==> config.mk <==
export PLATFORM = sky130hd
export DESIGN_NAME = imem_fetch_ctrl
export DESIGN_NICKNAME = d
export VERILOG_FILES = /design/src/rtl/imem_fetch_ctrl.sv
export SDC_FILE = /design/constraint.sdc
export NUM_CORES = 1
export LEC_CHECK = 0
export CAP_MARGIN = 15
export CELL_PAD_IN_SITES_DETAIL_PLACEMENT = 0
export CELL_PAD_IN_SITES_GLOBAL_PLACEMENT = 2
export CORE_UTILIZATION = 35
export DETAILED_ROUTE_END_ITERATION = 10
export PLACE_DENSITY_LB_ADDON = 0.15
export SYNTH_ARGS = -nofsm -noshare
export SYNTH_HDL_FRONTEND = slang
export SYNTH_SLANG_ARGS = --single-unit
==> constraint.sdc <==
create_clock -name clk -period 4.9 [get_ports clk]
set_clock_uncertainty 0.05 [all_clocks]
set_input_delay 1.47 -clock clk [delete_from_list [all_inputs] [get_ports clk]]
set_output_delay 1.47 -clock clk [all_outputs]
set_load 0.02 [all_outputs]
==> src/rtl/imem_fetch_ctrl.sv <==
// imem_fetch_ctrl
// Fetch sequencer for the byte-wide instruction memory of the 16-bit CPU.
// Owns the PC and reads two bytes per instruction: the high byte at PC and
// the low byte at PC+1. It then presents the big-endian word to decode over
// a valid/ready handshake. Redirects take priority in every state.
//
// state      | meaning
// -----------+-------------------------------------------------------------
// ISSUE_HI   | high-byte read at pc is on the bus. If mem_rd_en is still
//            | low (only right after reset), this cycle primes the strobe.
// ISSUE_LO   | low-byte read at pc+1 is on the bus; high byte returns now
// CAPTURE_LO | low byte returns; assemble word, check for halt
// PRESENT    | instr_valid high, hold word until decode accepts it
// HALT       | halt word seen; idle until redirect or reset

module imem_fetch_ctrl #(
   parameter int unsigned ADDR_W    = 8,
   parameter logic [15:0] RESET_PC  = 16'h0002,
   parameter bit          HALT_EN   = 1'b1,
   parameter logic [15:0] HALT_WORD = 16'h0000
) (
   input  logic              clk,
   input  logic              rst_n,
   output logic [ADDR_W-1:0] mem_addr,
   output logic              mem_rd_en,
   input  logic [7:0]        mem_rdata,
   output logic [15:0]       instr,
   output logic [15:0]       instr_pc,
   output logic              instr_valid,
   input  logic              instr_ready,
   input  logic              redirect_valid,
   input  logic [15:0]       redirect_pc,
   output logic              halted,
   output logic              align_err,
   output logic [15:0]       fetch_count
);

   typedef enum logic [2:0] {
      S_ISSUE_HI   = 3'd0,
      S_ISSUE_LO   = 3'd1,
      S_CAPTURE_LO = 3'd2,
      S_PRESENT    = 3'd3,
      S_HALT       = 3'd4
   } state_t;

   state_t            r_state;
   logic [15:0]       r_pc;
   logic [7:0]        r_hi_byte;
   logic [ADDR_W-1:0] r_mem_addr;
   logic              r_mem_rd_en;
   logic [15:0]       r_instr;
   logic [15:0]       r_instr_pc;
   logic              r_instr_valid;
   logic              r_halted;
   logic              r_align_err;
   logic [15:0]       r_fetch_count;

   logic [15:0]       w_pc_plus2;
   logic [ADDR_W-1:0] w_addr_lo;
   logic [15:0]       w_redirect_pc;
   logic [15:0]       w_word;
   logic              w_accept;
   logic              w_is_halt;

   // PC arithmetic is 16-bit wrapping; memory address wraps at ADDR_W bits.
   assign w_pc_plus2    = r_pc + 16'd2;
   assign w_addr_lo     = r_pc[ADDR_W-1:0] + ADDR_W'(1);
   assign w_redirect_pc = {redirect_pc[15:1], 1'b0};
   assign w_word        = {r_hi_byte, mem_rdata};
   assign w_accept      = (r_state == S_PRESENT) && instr_ready;
   assign w_is_halt     = HALT_EN && (w_word == HALT_WORD);

   // Fetch FSM with all outputs registered; redirect overrides every state.
   always_ff @(posedge clk or negedge rst_n) begin
      if (!rst_n) begin
         r_state       <= S_ISSUE_HI;
         r_pc          <= RESET_PC;
         r_hi_byte     <= 8'h00;
         r_mem_addr    <= RESET_PC[ADDR_W-1:0];
         r_mem_rd_en   <= 1'b0;
         r_instr       <= 16'h0000;
         r_instr_pc    <= 16'h0000;
         r_instr_valid <= 1'b0;
         r_halted      <= 1'b0;
         r_align_err   <= 1'b0;
         r_fetch_count <= 16'h0000;
      end else begin
         r_align_err <= 1'b0;

         // Acceptance counts even when a redirect lands in the same cycle.
         if (w_accept) begin
            r_fetch_count <= r_fetch_count + 16'd1;
         end

         if (redirect_valid) begin
            // Byte reads still in flight return into ISSUE_HI and are ignored.
            r_state       <= S_ISSUE_HI;
            r_pc          <= w_redirect_pc;
            r_mem_addr    <= w_redirect_pc[ADDR_W-1:0];
            r_mem_rd_en   <= 1'b1;
            r_instr_valid <= 1'b0;
            r_halted      <= 1'b0;
            r_align_err   <= redirect_pc[0];
         end else begin
            case (r_state)
               S_ISSUE_HI: begin
                  if (!r_mem_rd_en) begin
                     // First cycle out of reset: put the high-byte read on the bus.
                     r_mem_rd_en <= 1'b1;
                     r_mem_addr  <= r_pc[ADDR_W-1:0];
                  end else begin
                     r_mem_addr <= w_addr_lo;
                     r_state    <= S_ISSUE_LO;
                  end
               end
               S_ISSUE_LO: begin
                  r_hi_byte   <= mem_rdata;
                  r_mem_rd_en <= 1'b0;
                  r_state     <= S_CAPTURE_LO;
               end
               S_CAPTURE_LO: begin
                  r_instr    <= w_word;
                  r_instr_pc <= r_pc;
                  if (w_is_halt) begin
                     r_halted <= 1'b1;
                     r_state  <= S_HALT;
                  end else begin
                     r_instr_valid <= 1'b1;
                     r_state       <= S_PRESENT;
                  end
               end
               S_PRESENT: begin
                  if (instr_ready) begin
                     r_pc          <= w_pc_plus2;
                     r_mem_addr    <= w_pc_plus2[ADDR_W-1:0];
                     r_mem_rd_en   <= 1'b1;
                     r_instr_valid <= 1'b0;
                     r_state       <= S_ISSUE_HI;
                  end
               end
               S_HALT: begin
                  r_mem_rd_en   <= 1'b0;
                  r_instr_valid <= 1'b0;
               end
               default: begin
                  r_mem_rd_en   <= 1'b0;
                  r_instr_valid <= 1'b0;
                  r_state       <= S_ISSUE_HI;
               end
            endcase
         end
      end
   end

   assign mem_addr    = r_mem_addr;
   assign mem_rd_en   = r_mem_rd_en;
   assign instr       = r_instr;
   assign instr_pc    = r_instr_pc;
   assign instr_valid = r_instr_valid;
   assign halted      = r_halted;
   assign align_err   = r_align_err;
   assign fetch_count = r_fetch_count;

endmodule

Yosys cells after proc, flatten, opt, wreduce, memory -nomap -nowiden
Cells that the tools add are included.
{"block": "totals", "ff_bits": 87, "output_inout_bits": 60, "input_bits": 28, "word_cells": 65}
{"block": "classes", "reduce_logical": 17, "n_mux": 23, "add_sub_neg": 3, "eq_ne": 10, "bitwise": 1}
{"operator": "$mux 16", "n": 3}
{"operator": "$mux 8", "n": 3}
{"operator": "$add 16x1->16 const B", "n": 1}
{"operator": "$add 16x2->16 const B", "n": 1}
{"operator": "$logic_not 16->1", "n": 1}
{"operator": "$pmux 8 s2", "n": 1}
{"operator": "$pmux 3 s5", "n": 1}
{"operator": "$mux 3", "n": 4}
{"operator": "$reduce_and 2->1", "n": 6}
{"operator": "$mux 1", "n": 9}
{"operator": "$ne 3x3->1 const B", "n": 3}
{"operator": "$add 8x1->8 const B", "n": 1}
{"operator": "$reduce_bool 2->1", "n": 4}
{"operator": "$eq 3x2->1 const B", "n": 2}
{"operator": "$pmux 1 s3", "n": 2}
{"operator": "$reduce_and 3->1", "n": 2}
{"operator": "$ne 2x2->1 const B", "n": 2}
{"operator": "$eq 3x1->1 const B", "n": 1}
{"operator": "$eq 3x3->1 const B", "n": 1}
{"operator": "$logic_not 3->1", "n": 1}
{"operator": "$reduce_bool 3->1", "n": 1}
{"operator": "$ne 2x1->1 const B", "n": 1}
{"operator": "$reduce_or 2->1", "n": 1}
{"operator": "$logic_and 1x1->1", "n": 1}
{"operator": "$not 1->1", "n": 1}

Depth between registers and ports, before layout
Gate-level depths: netlist of run 1.
{"block": "depth", "word_depth": 4, "depth_mapped": 7, "mapped_depth_nobuf": 5}

Least setup slack after synthesis of run 1
Ideal clock, no wire load.
{"block": "synth_path", "kind": "input port to flip-flop", "start": "in redirect_valid", "end": "reg r_instr_pc[10] (netlist: instr_pc[10])", "required_time_ns": 4.725, "stages": 6, "n_path_buf": 3, "t_arrival_ns": 2.746, "path_slack_ns": 1.980, "setup_time_ns": 0.125, "path_cell_list": "buf_6 > or2_1 > buf_6 > nor3b_4 > buf_6 > mux2_2"}
{"block": "synth_between", "elab_chain_cells": 2}
{"item": "from (decl)", "line": "31", "source": "input logic redirect_valid,"}
{"item": "$not 1->1 (no line)"}
{"item": "$reduce_and 2->1 (no line)"}
{"item": "to (signal assigned)", "line": "123", "source": "r_instr_pc <= r_pc;"}
{"item": "to (decl)", "line": "52", "source": "logic [15:0] r_instr_pc;"}
Every way passes these cells.
A chain may end at the register's enable or synchronous reset.

Worst setup path after layout of run 1
{"block": "layout_path", "start": "in redirect_valid", "end": "reg r_instr[7] (netlist: instr[7])"}
{"block": "layout_between", "elab_chain_cells": 2}
{"item": "$not 1->1 (no line)"}
{"item": "$reduce_and 2->1 (no line)"}
{"item": "to (signal assigned)", "line": "122", "source": "r_instr <= w_word;"}
{"item": "to (decl)", "line": "51", "source": "logic [15:0] r_instr;"}
Every way passes these cells.

==> flow_metrics.tcl, run 1 <==
set metrics [dict create \
    cts_tree "built" \
    timing.rr.end "instr[7]" \
    synthCells 343 \
    viasPerCell 4.99 \
    synth_edf_count 0 \
    path_cells "clkdlybuf4s50_1, or2_1, nor3b_4, buf_12, mux2_2" \
    synthDistinctLibCells 52 \
    finalCritPeriodShare_pct 67.8 \
    die_h_um 109 \
    holdCritPathClass "reg2reg" \
    synth_nets 373 \
    timing.setup.tns_ps 0 \
    hold_depth 1 \
    core_mm2 0.0110 \
    reg2reg_from "r_state[2]" \
    drt_iter0_drc 91 \
    portBuffers 86 \
    status "complete, no violations" \
    h-tree-depth 3 \
    slew-limit-headroom_pct 47.5 \
    vias 2842 \
    netlist_area_mm2 0.00399 \
    die_x_um 109 \
    final_common_cell "clkdlybuf4s50_1" \
    first_pass_iters 4 \
    row_count 38 \
    crit_required_ps 5070 \
    start_util_pct 36.3 \
    area_delta_synth_final_pct 31.4 \
    clockBufferDepth 2 \
    dpl.hpwl_mm 6.19 \
    detail-route-antenna-nets 0 \
    final_util_pct 47.7 \
    drt_wl_total_mm 9.02 \
    clk_pin_slew_worst_paths_ps 70 \
    cpMaxStageDelayCell "nor3b_4" \
    grt_max_degree 62 \
    synthTopCellsByArea "dfrtp_1 (52%), mux2_2 (11%), xnor2_1 (4.8%), nand2_1 (3.0%), nor2_1 (1.7%)" \
    synth_top_area_share_pct 52.1 \
    hold_buffers 0 \
    worstMarginPinSlew_ps 788 \
    io_pins 88 \
    yosysSeqAreaShare_pct 53.4 \
    cts-resized-gates 0 \
    p_leak_nw 2.12 \
    yosys_warnings 0 \
    r2r_setup_slack_ps 2670 \
    fin_hold_ws_ps 416 \
    path_class "in2reg" \
    dieArea_mm2 0.0118 \
    ys_ff_latch 85 \
    post-route-drc-count 0 \
    cp-start-kind "input port" \
    cap_violations 0 \
    post-cts-setup-buffers 0 \
    path_buf_inv 2 \
    placed_area_mm2 0.00494 \
    async_reset_ff_share_pct 100 \
    rr_worst_depth 4 \
    final_nets 454 \
    cpPeakStageDelay_ps 580 \
    layout_common_cells "clkdlybuf4s50_1 (85), dfrtp_1 (83), mux2_2 (39)" \
    cts-root-buf "clkbuf_16" \
    post_drt_wl_per_cell_um 15.9 \
    critical_path_arrival_ps 3490 \
    timing.final.hold_violations 0 \
    final_area_mm2 0.00524 \
    endpoint_kind "flip-flop" \
    critical_path.top_delay_family "simple AND/OR/NAND/NOR gates" \
    period_minus_slack_ps 3320 \
    grt_pass1_vias 2902 \
    overflow 0 \
    setup_viol 0 \
    grt_setup_unrepaired "no" \
    clk_latency_ps 340 \
    crit_path_max_fanout 22 \
    drive_gt1_share_pct 16.6 \
    cts_made_buffers 9 \
    gp_congestion 0.707 \
    ir_drop_mv 0.229 \
    syn_avg_cell_area_um2 11.6 \
    synthFlopType "dfrtp_1" \
    cts.sinks 85 \
    yosysTopAreaCell "dfrtp_1" \
    grt_usage_pct 16.3 \
    grt_first_pass_wirelength_mm 14.6 \
    grt_antenna_before_repair 0 \
    p_per_area_mw_per_mm2 506 \
    min_from "fetch_count[15]" \
    diodes 0 \
    fmax_ghz 0.301 \
    slew_violations 0 \
    whs_endpoint "fetch_count[15]" \
]
metrics by stage:
step / power [mW] / setup WS [ps] / cells
after global placement: 1.96 / 1240 / 553
after global routing: 2.80 / 1470 / 569
final: 2.65 / 1580 / 569
after detailed placement: 1.97 / 1190 / 553
after CTS: 2.69 / 1550 / 569
after floorplan: 1.53 / 1980 / 343
power by group:
group | switching, mW | total, mW | internal [mW]
logic | 0.399 | 0.869 | 0.470
clock network | 0.302 | 0.707 | 0.404
registers | 0.168 | 1.08 | 0.910
sequential cells by signal (all words and copies together), names as in the netlist:
signal       count
instr           16
r_hi_byte        8
instr_valid      1
mem_addr         8
halted           1
instr_pc        15
r_state          3
r_pc            15
align_err        1
mem_rd_en        1
fetch_count     16
cell type report:
| class | instances | area, µm² |
|---|---|---|
| multi-input cells | 231 | 1710 |
| repair buffers | 90 | 901 |
| inverters | 7 | 26.3 |
| flip-flops and latches | 85 | 2130 |
| well taps | 140 | 175 |
| clock inverters | 7 | 81.3 |
| clock buffers | 9 | 225 |
| fillers | 1079 | 5740 |
cell families after synthesis:
| family | count (synthesis) | share of synthesized area (%) |
|---|---|---|
| buffers and inverters | 27 | 3.89 |
| AND/OR/NAND/NOR | 117 | 17.1 |
| multiplexers | 43 | 12.0 |
| XOR/XNOR | 29 | 6.37 |
| flip-flops | 85 | 53.4 |
| adder cells (fa/ha/maj) | 2 | 0.627 |
| AO/OA/AOI/OAI | 39 | 6.49 |
| other | 1 | 0.0940 |
worst max-delay path by stage:
stage,startpoint,end,slack (ps),cells past startpoint
floorplan,redirect_valid,instr_pc[10],1980,6
global placement,redirect_valid,instr_pc[2],1240,5
detailed placement,redirect_valid,instr[7],1190,5
CTS,redirect_valid,instr[7],1550,5
global route,redirect_valid,instr_pc[6],1470,5
finish,redirect_valid,instr[7],1580,5
synth_stat cells (all sizes together) (2+ instances only):
master,n
nand4,9
nor4,11
nand2b,6
nor2b,2
a211oi,4
ha,2
dfstp,2
or4,2
o21ai,9
a21oi,9
inv,7
nand2,32
and2,2
nor2,18
mux2i,3
o31ai,3
nor3,7
nand4b,3
and3,3
xor2,7
a221o,3
or3,2
dfrtp,83
nor3b,2
a21boi,3
clkbuf,4
mux2,40
nand3,12
buf,16
xnor2,22
per-layer routing:
layer | vias up | wire, µm | GRT usage, %
met2 | 59 | 4410 | 26.6
met3 | 5 | 336 | 3.95
met4 | 0 | 79 | 4.63
li1 | 1376 | - | -
met1 | 1402 | 4200 | 21.5
met5 | - | 0 | 0
Note: power is estimated with default switching activity, not from simulation.
==> run 2, diff against run 1 <==
CORE_UTILIZATION = 33   (was 35)
clock period = 3.11 ns   (was 4.9 ns; I/O delays follow)
==> run 2 against run 1 <==
  * The run now ends with design-rule violations left
  * Sequential power is 56% higher
  * Via count grew 0.14%
  * Register-to-register slack got worse by 1700 ps
==> flow_metrics.tcl, run 2 (same netlist as run 1, synthesis figures left out) <==
set metrics [dict create \
    detail-route-antenna-nets 0 \
    final_area_mm2 0.00528 \
    p_sw_mw 1.37 \
    holdCritPathClass "reg2reg" \
    post-cts-setup-buffers 0 \
    post-route-drc-count 6 \
    slew_violations 0 \
    clock_power_share_pct 25.5 \
    power.combinational.fraction_pct 33.4 \
    grt_first_pass_wirelength_mm 15.2 \
    grt_use_met2_pct 25.0 \
    grt_max_degree 57 \
    clockBufferDepth 2 \
    dpl.hpwl_mm 6.23 \
    worstMarginPinSlew_ps 757 \
    grt_pass1_vias 2910 \
    timing.setup.tns_ps 0 \
    critical_path_arrival_ps 2730 \
    grt_usage_pct 15.4 \
    finalCritPeriodShare_pct 82.2 \
    path_class "in2reg" \
    viasPerCell 4.93 \
    die_h_um 112 \
    die_x_um 112 \
    fin_cells 577 \
    start_util_pct 34.4 \
    total_power_mw 4.11 \
    cpMaxStageDelayCell "clkdlybuf4s50_1" \
    drt_wl_total_mm 9.03 \
    cap_violations 0 \
    timing.final.hold_violations 0 \
    status "finished, violations left" \
    cts_made_buffers 9 \
    clk_latency_ps 340 \
    cts_tree "built" \
    drive_gt1_share_pct 17.5 \
    core_mm2 0.0116 \
    min_from "mem_addr[1]" \
    reg2reg_from "r_state[1]" \
    cts.sinks 85 \
    final_common_cell "clkdlybuf4s50_1" \
    vias 2846 \
    cts-resized-gates 0 \
    h-tree-depth 3 \
    crit_path_max_fanout 9 \
    p_leak_nw 2.13 \
    endpoint_kind "flip-flop" \
    grtUsageMet1_pct 20.3 \
    fmax_ghz 0.391 \
    area_delta_synth_final_pct 32.3 \
    grt_antenna_before_repair 0 \
    p_per_area_mw_per_mm2 778 \
    row_count 39 \
    cpPeakStageDelay_ps 620 \
    crit_start "instr_ready" \
    slew-limit-headroom_pct 49.6 \
    p_seq_share_pct 41.0 \
    hold_buffers 0 \
    place_ws_ps 227 \
    setup_viol 0 \
    cp-start-kind "input port" \
    violations "design-rule violations" \
    clk_pin_slew_worst_paths_ps 70 \
    final_util_pct 45.5 \
    crit_required_ps 3280 \
    dieArea_mm2 0.0125 \
    period_minus_slack_ps 2560 \
    busiest_layer "met2" \
    sw_frac_of_total_pct 33.4 \
    cts-root-buf "clkbuf_16" \
    critical_path.top_delay_family "simple AND/OR/NAND/NOR gates" \
    fillers 1130 \
    io_pins 88 \
    post_drt_wl_per_cell_um 15.6 \
    portBuffers 86 \
    ir_drop_mv 0.351 \
    p_int_mw 2.74 \
    final_nets 459 \
    path_buf_inv 1 \
    first_pass_iters 9 \
    fin_hold_ws_ps 419 \
    layout_common_cells "clkdlybuf4s50_1 (85), dfrtp_1 (83), mux2_2 (39)" \
    placed_area_mm2 0.00499 \
    placed_cells 561 \
    diodes 0 \
    overflow 0 \
    setup_ws_ps 554 \
    path_cells "clkdlybuf4s50_1, nand4b_4, nor4_1, nand4_1, xnor2_1" \
    gp_congestion 0.730 \
    drt_iter0_drc 124 \
    grt_setup_unrepaired "no" \
    grt.met3_usage_pct 3.05 \
]
==> run 2: cell types whose count changed in the layout (fill, tap and decap cells not counted), sizes merged <==
cell | before | now
clkinv | 2 | 0
bufinv | 1 | 0
clkinvlp | 0 | 3
buf | 5 | 10
==> run 2: layout make-up <==
class	instances	area, µm²	area share (%)
multi-input cells	231	1710	32.3
repair buffers	95	951	18.0
well taps	143	179	3.39
clock inverters	7	62.6	1.19
inverters	7	26.3	0.498
flip-flops and latches	85	2130	40.3
clock buffers	9	225	4.27
==> run 2: power by group through the flow <==
stage | logic (mW) | registers (mW) | clock network [mW]
3_3_place_gp | 1.38 | 1.71 | 0
5_1_grt | 1.46 | 1.74 | 1.13
3_5_place_dp | 1.39 | 1.71 | 0
2_1_floorplan | 0.470 | 1.94 | 0
6_report | 1.37 | 1.69 | 1.05
4_1_cts | 1.39 | 1.69 | 1.08
==> run 2: worst reg2reg max path: cells and delay by family, from the launching register on <==
family / cells / cell delay, ps
AND/OR/NAND/NOR: 3 / 1060
XOR/XNOR: 1 / 150
flip-flops: 1 / 770
==> run 2: final timing paths <==
check,end,slack (ps),cells after the start
max,fetch_count[15],550,5
min,mem_addr[1],420,2
max reg2reg,fetch_count[15],970,4
min reg2reg,mem_addr[1],420,2
max in group asynchronous,instr[4],1800,2
min in group asynchronous,fetch_count[8],590,1
==> run 2: routing by layer <==
metal  vias to the layer above  wire length (µm)
met3                        12               324
met2                        63              4260
met5                         -                 0
met1                      1380              4310
li1                       1391                 -
met4                         0               130
==> run 3, diff against run 2 <==
clock period = 2.6 ns   (was 3.11 ns; I/O delays follow)
==> run 3 against run 2 <==
  * The run still ends with design-rule violations left
  * Die area unchanged
  * Sequential power increased by 20%
  * Sequential share of layout area decreased by 0.76 points
  * Power increased by 20%
  * Design area increased by 1.9%
  * Global-route usage increased by 0.40 points
  * Clock power increased by 20%
  * Wire length about the same
  * Highest routed layer unchanged
  * Hold slack got worse by 63 ps
  * Critical path type is now reg2out
  * Largest power group unchanged
  * Flip-flop and latch count unchanged
  * First-iteration DRC count increased by 20%
==> flow_metrics.tcl, run 3 (same netlist as run 1, synthesis figures left out) <==
set metrics [dict create \
    status "finished, violations left" \
    violations "design-rule violations" \
    worstMarginPinSlew_ps 630 \
    setup_ws_ps 309 \
    crit_cells 1 \
    post-cts-setup-buffers 0 \
    cts_tree "built" \
    cpPeakStageDelay_ps 600 \
    p_per_area_mw_per_mm2 917 \
    placed_area_mm2 0.00509 \
    path_class "reg2out" \
    rr_worst_depth 4 \
    holdCritPathClass "in2async" \
    post_drt_wl_per_cell_um 15.3 \
    area_delta_synth_final_pct 34.8 \
    detail-route-antenna-nets 0 \
    clk_pin_slew_worst_paths_ps 60 \
    total_power_mw 4.93 \
    period_minus_slack_ps 2290 \
    final_area_mm2 0.00538 \
    drive_gt1_share_pct 19.5 \
    p_leak_nw 2.20 \
    final_common_cell "clkdlybuf4s50_1" \
    fin_hold_ws_ps 356 \
    post-route-drc-count 7 \
    path_cells "clkdlybuf4s50_1" \
    crit_path_max_fanout 2 \
    core_mm2 0.0116 \
    gp_congestion 0.715 \
    timing.setup.tns_ps 0 \
    grt_pass1_vias 2899 \
    final_nets 472 \
    endpoint_kind "primary output" \
    finalCritPeriodShare_pct 88.1 \
    cp-start-kind "flip-flop" \
    grt_setup_unrepaired "no" \
    critical_path.top_delay_family "buffers and inverters" \
    grt_first_pass_wirelength_mm 15.2 \
    place_ws_ps -14.2 \
    cts_made_buffers 9 \
    cts.sinks 85 \
    crit_required_ps 1770 \
    h-tree-depth 3 \
    grt_antenna_before_repair 0 \
    cap_violations 0 \
    drt_iter0_drc 149 \
    grt_max_degree 39 \
    grt_usage_pct 15.8 \
    layout_common_cells "clkdlybuf4s50_1 (85), dfrtp_1 (83), mux2_2 (39)" \
    cpMaxStageDelayCell "clkdlybuf4s50_1" \
    dpl.hpwl_mm 6.51 \
    row_count 39 \
    slew-limit-headroom_pct 58.0 \
    overflow 0 \
    start_util_pct 34.4 \
    dieArea_mm2 0.0125 \
    diodes 0 \
    setup_viol 0 \
    portBuffers 86 \
    ir_drop_mv 0.505 \
    cts-resized-gates 0 \
    critical_path_arrival_ps 1460 \
    die_h_um 112 \
    fmax_ghz 0.436 \
    io_pins 88 \
    clk_latency_ps 330 \
    drt_wl_total_mm 9.03 \
    path_buf_inv 1 \
    slew_violations 0 \
    first_pass_iters 7 \
    timing.final.hold_violations 0 \
    cts-root-buf "clkbuf_16" \
    die_x_um 112 \
    vias 2929 \
    viasPerCell 4.97 \
    clockBufferDepth 2 \
    hold_buffers 0 \
]
[run 3: worst paths after layout]
check	start	slack, ps	to
min	rst_n	360	fetch_count[9]
min in group clk	fetch_count[15]	420	fetch_count[15]
min reg2reg	fetch_count[15]	420	fetch_count[15]
max reg2reg	r_state[1]	640	fetch_count[12]
max	mem_addr[1]	310	mem_addr[1]
max in group asynchronous	rst_n	1490	instr[5]
[run 3: layout make-up]
class	count	area, µm²
timing repair buffer	108	1050
multi-input combinational	231	1710
sequential	85	2130
clock buffer	10	229
clock inverter	5	62.6
inverter	7	26.3
fill	1120	6230
tap	143	179
[run 3: metal layers]
| layer | global-route usage [%] | vias to the layer above | routed length [µm] | part of all wire [%] |
|---|---|---|---|---|
| met4 | 5.87 | 0 | 131 | 1.5 |
| met2 | 25.6 | 64 | 4430 | 49 |
| met5 | 0 | - | 0 | 0 |
| met1 | 20.5 | 1444 | 4100 | 45 |
| li1 | - | 1413 | - | - |
| met3 | 3.70 | 8 | 362 | 4.0 |
[run 3: power breakdown]
part           leakage (nW)  switching [mW]  internal (mW)
logic                  1.03           0.753          0.903
registers              1.03           0.300           1.72
clock network         0.135           0.519          0.742
[run 3: stage by stage]
stage | instances | utilization [%]
global route | 589 | 46.3
floorplan | 343 | -
finish | 589 | 46.3
CTS | 589 | 46.3
global placement | 574 | 43.8
detailed placement | 574 | 43.8
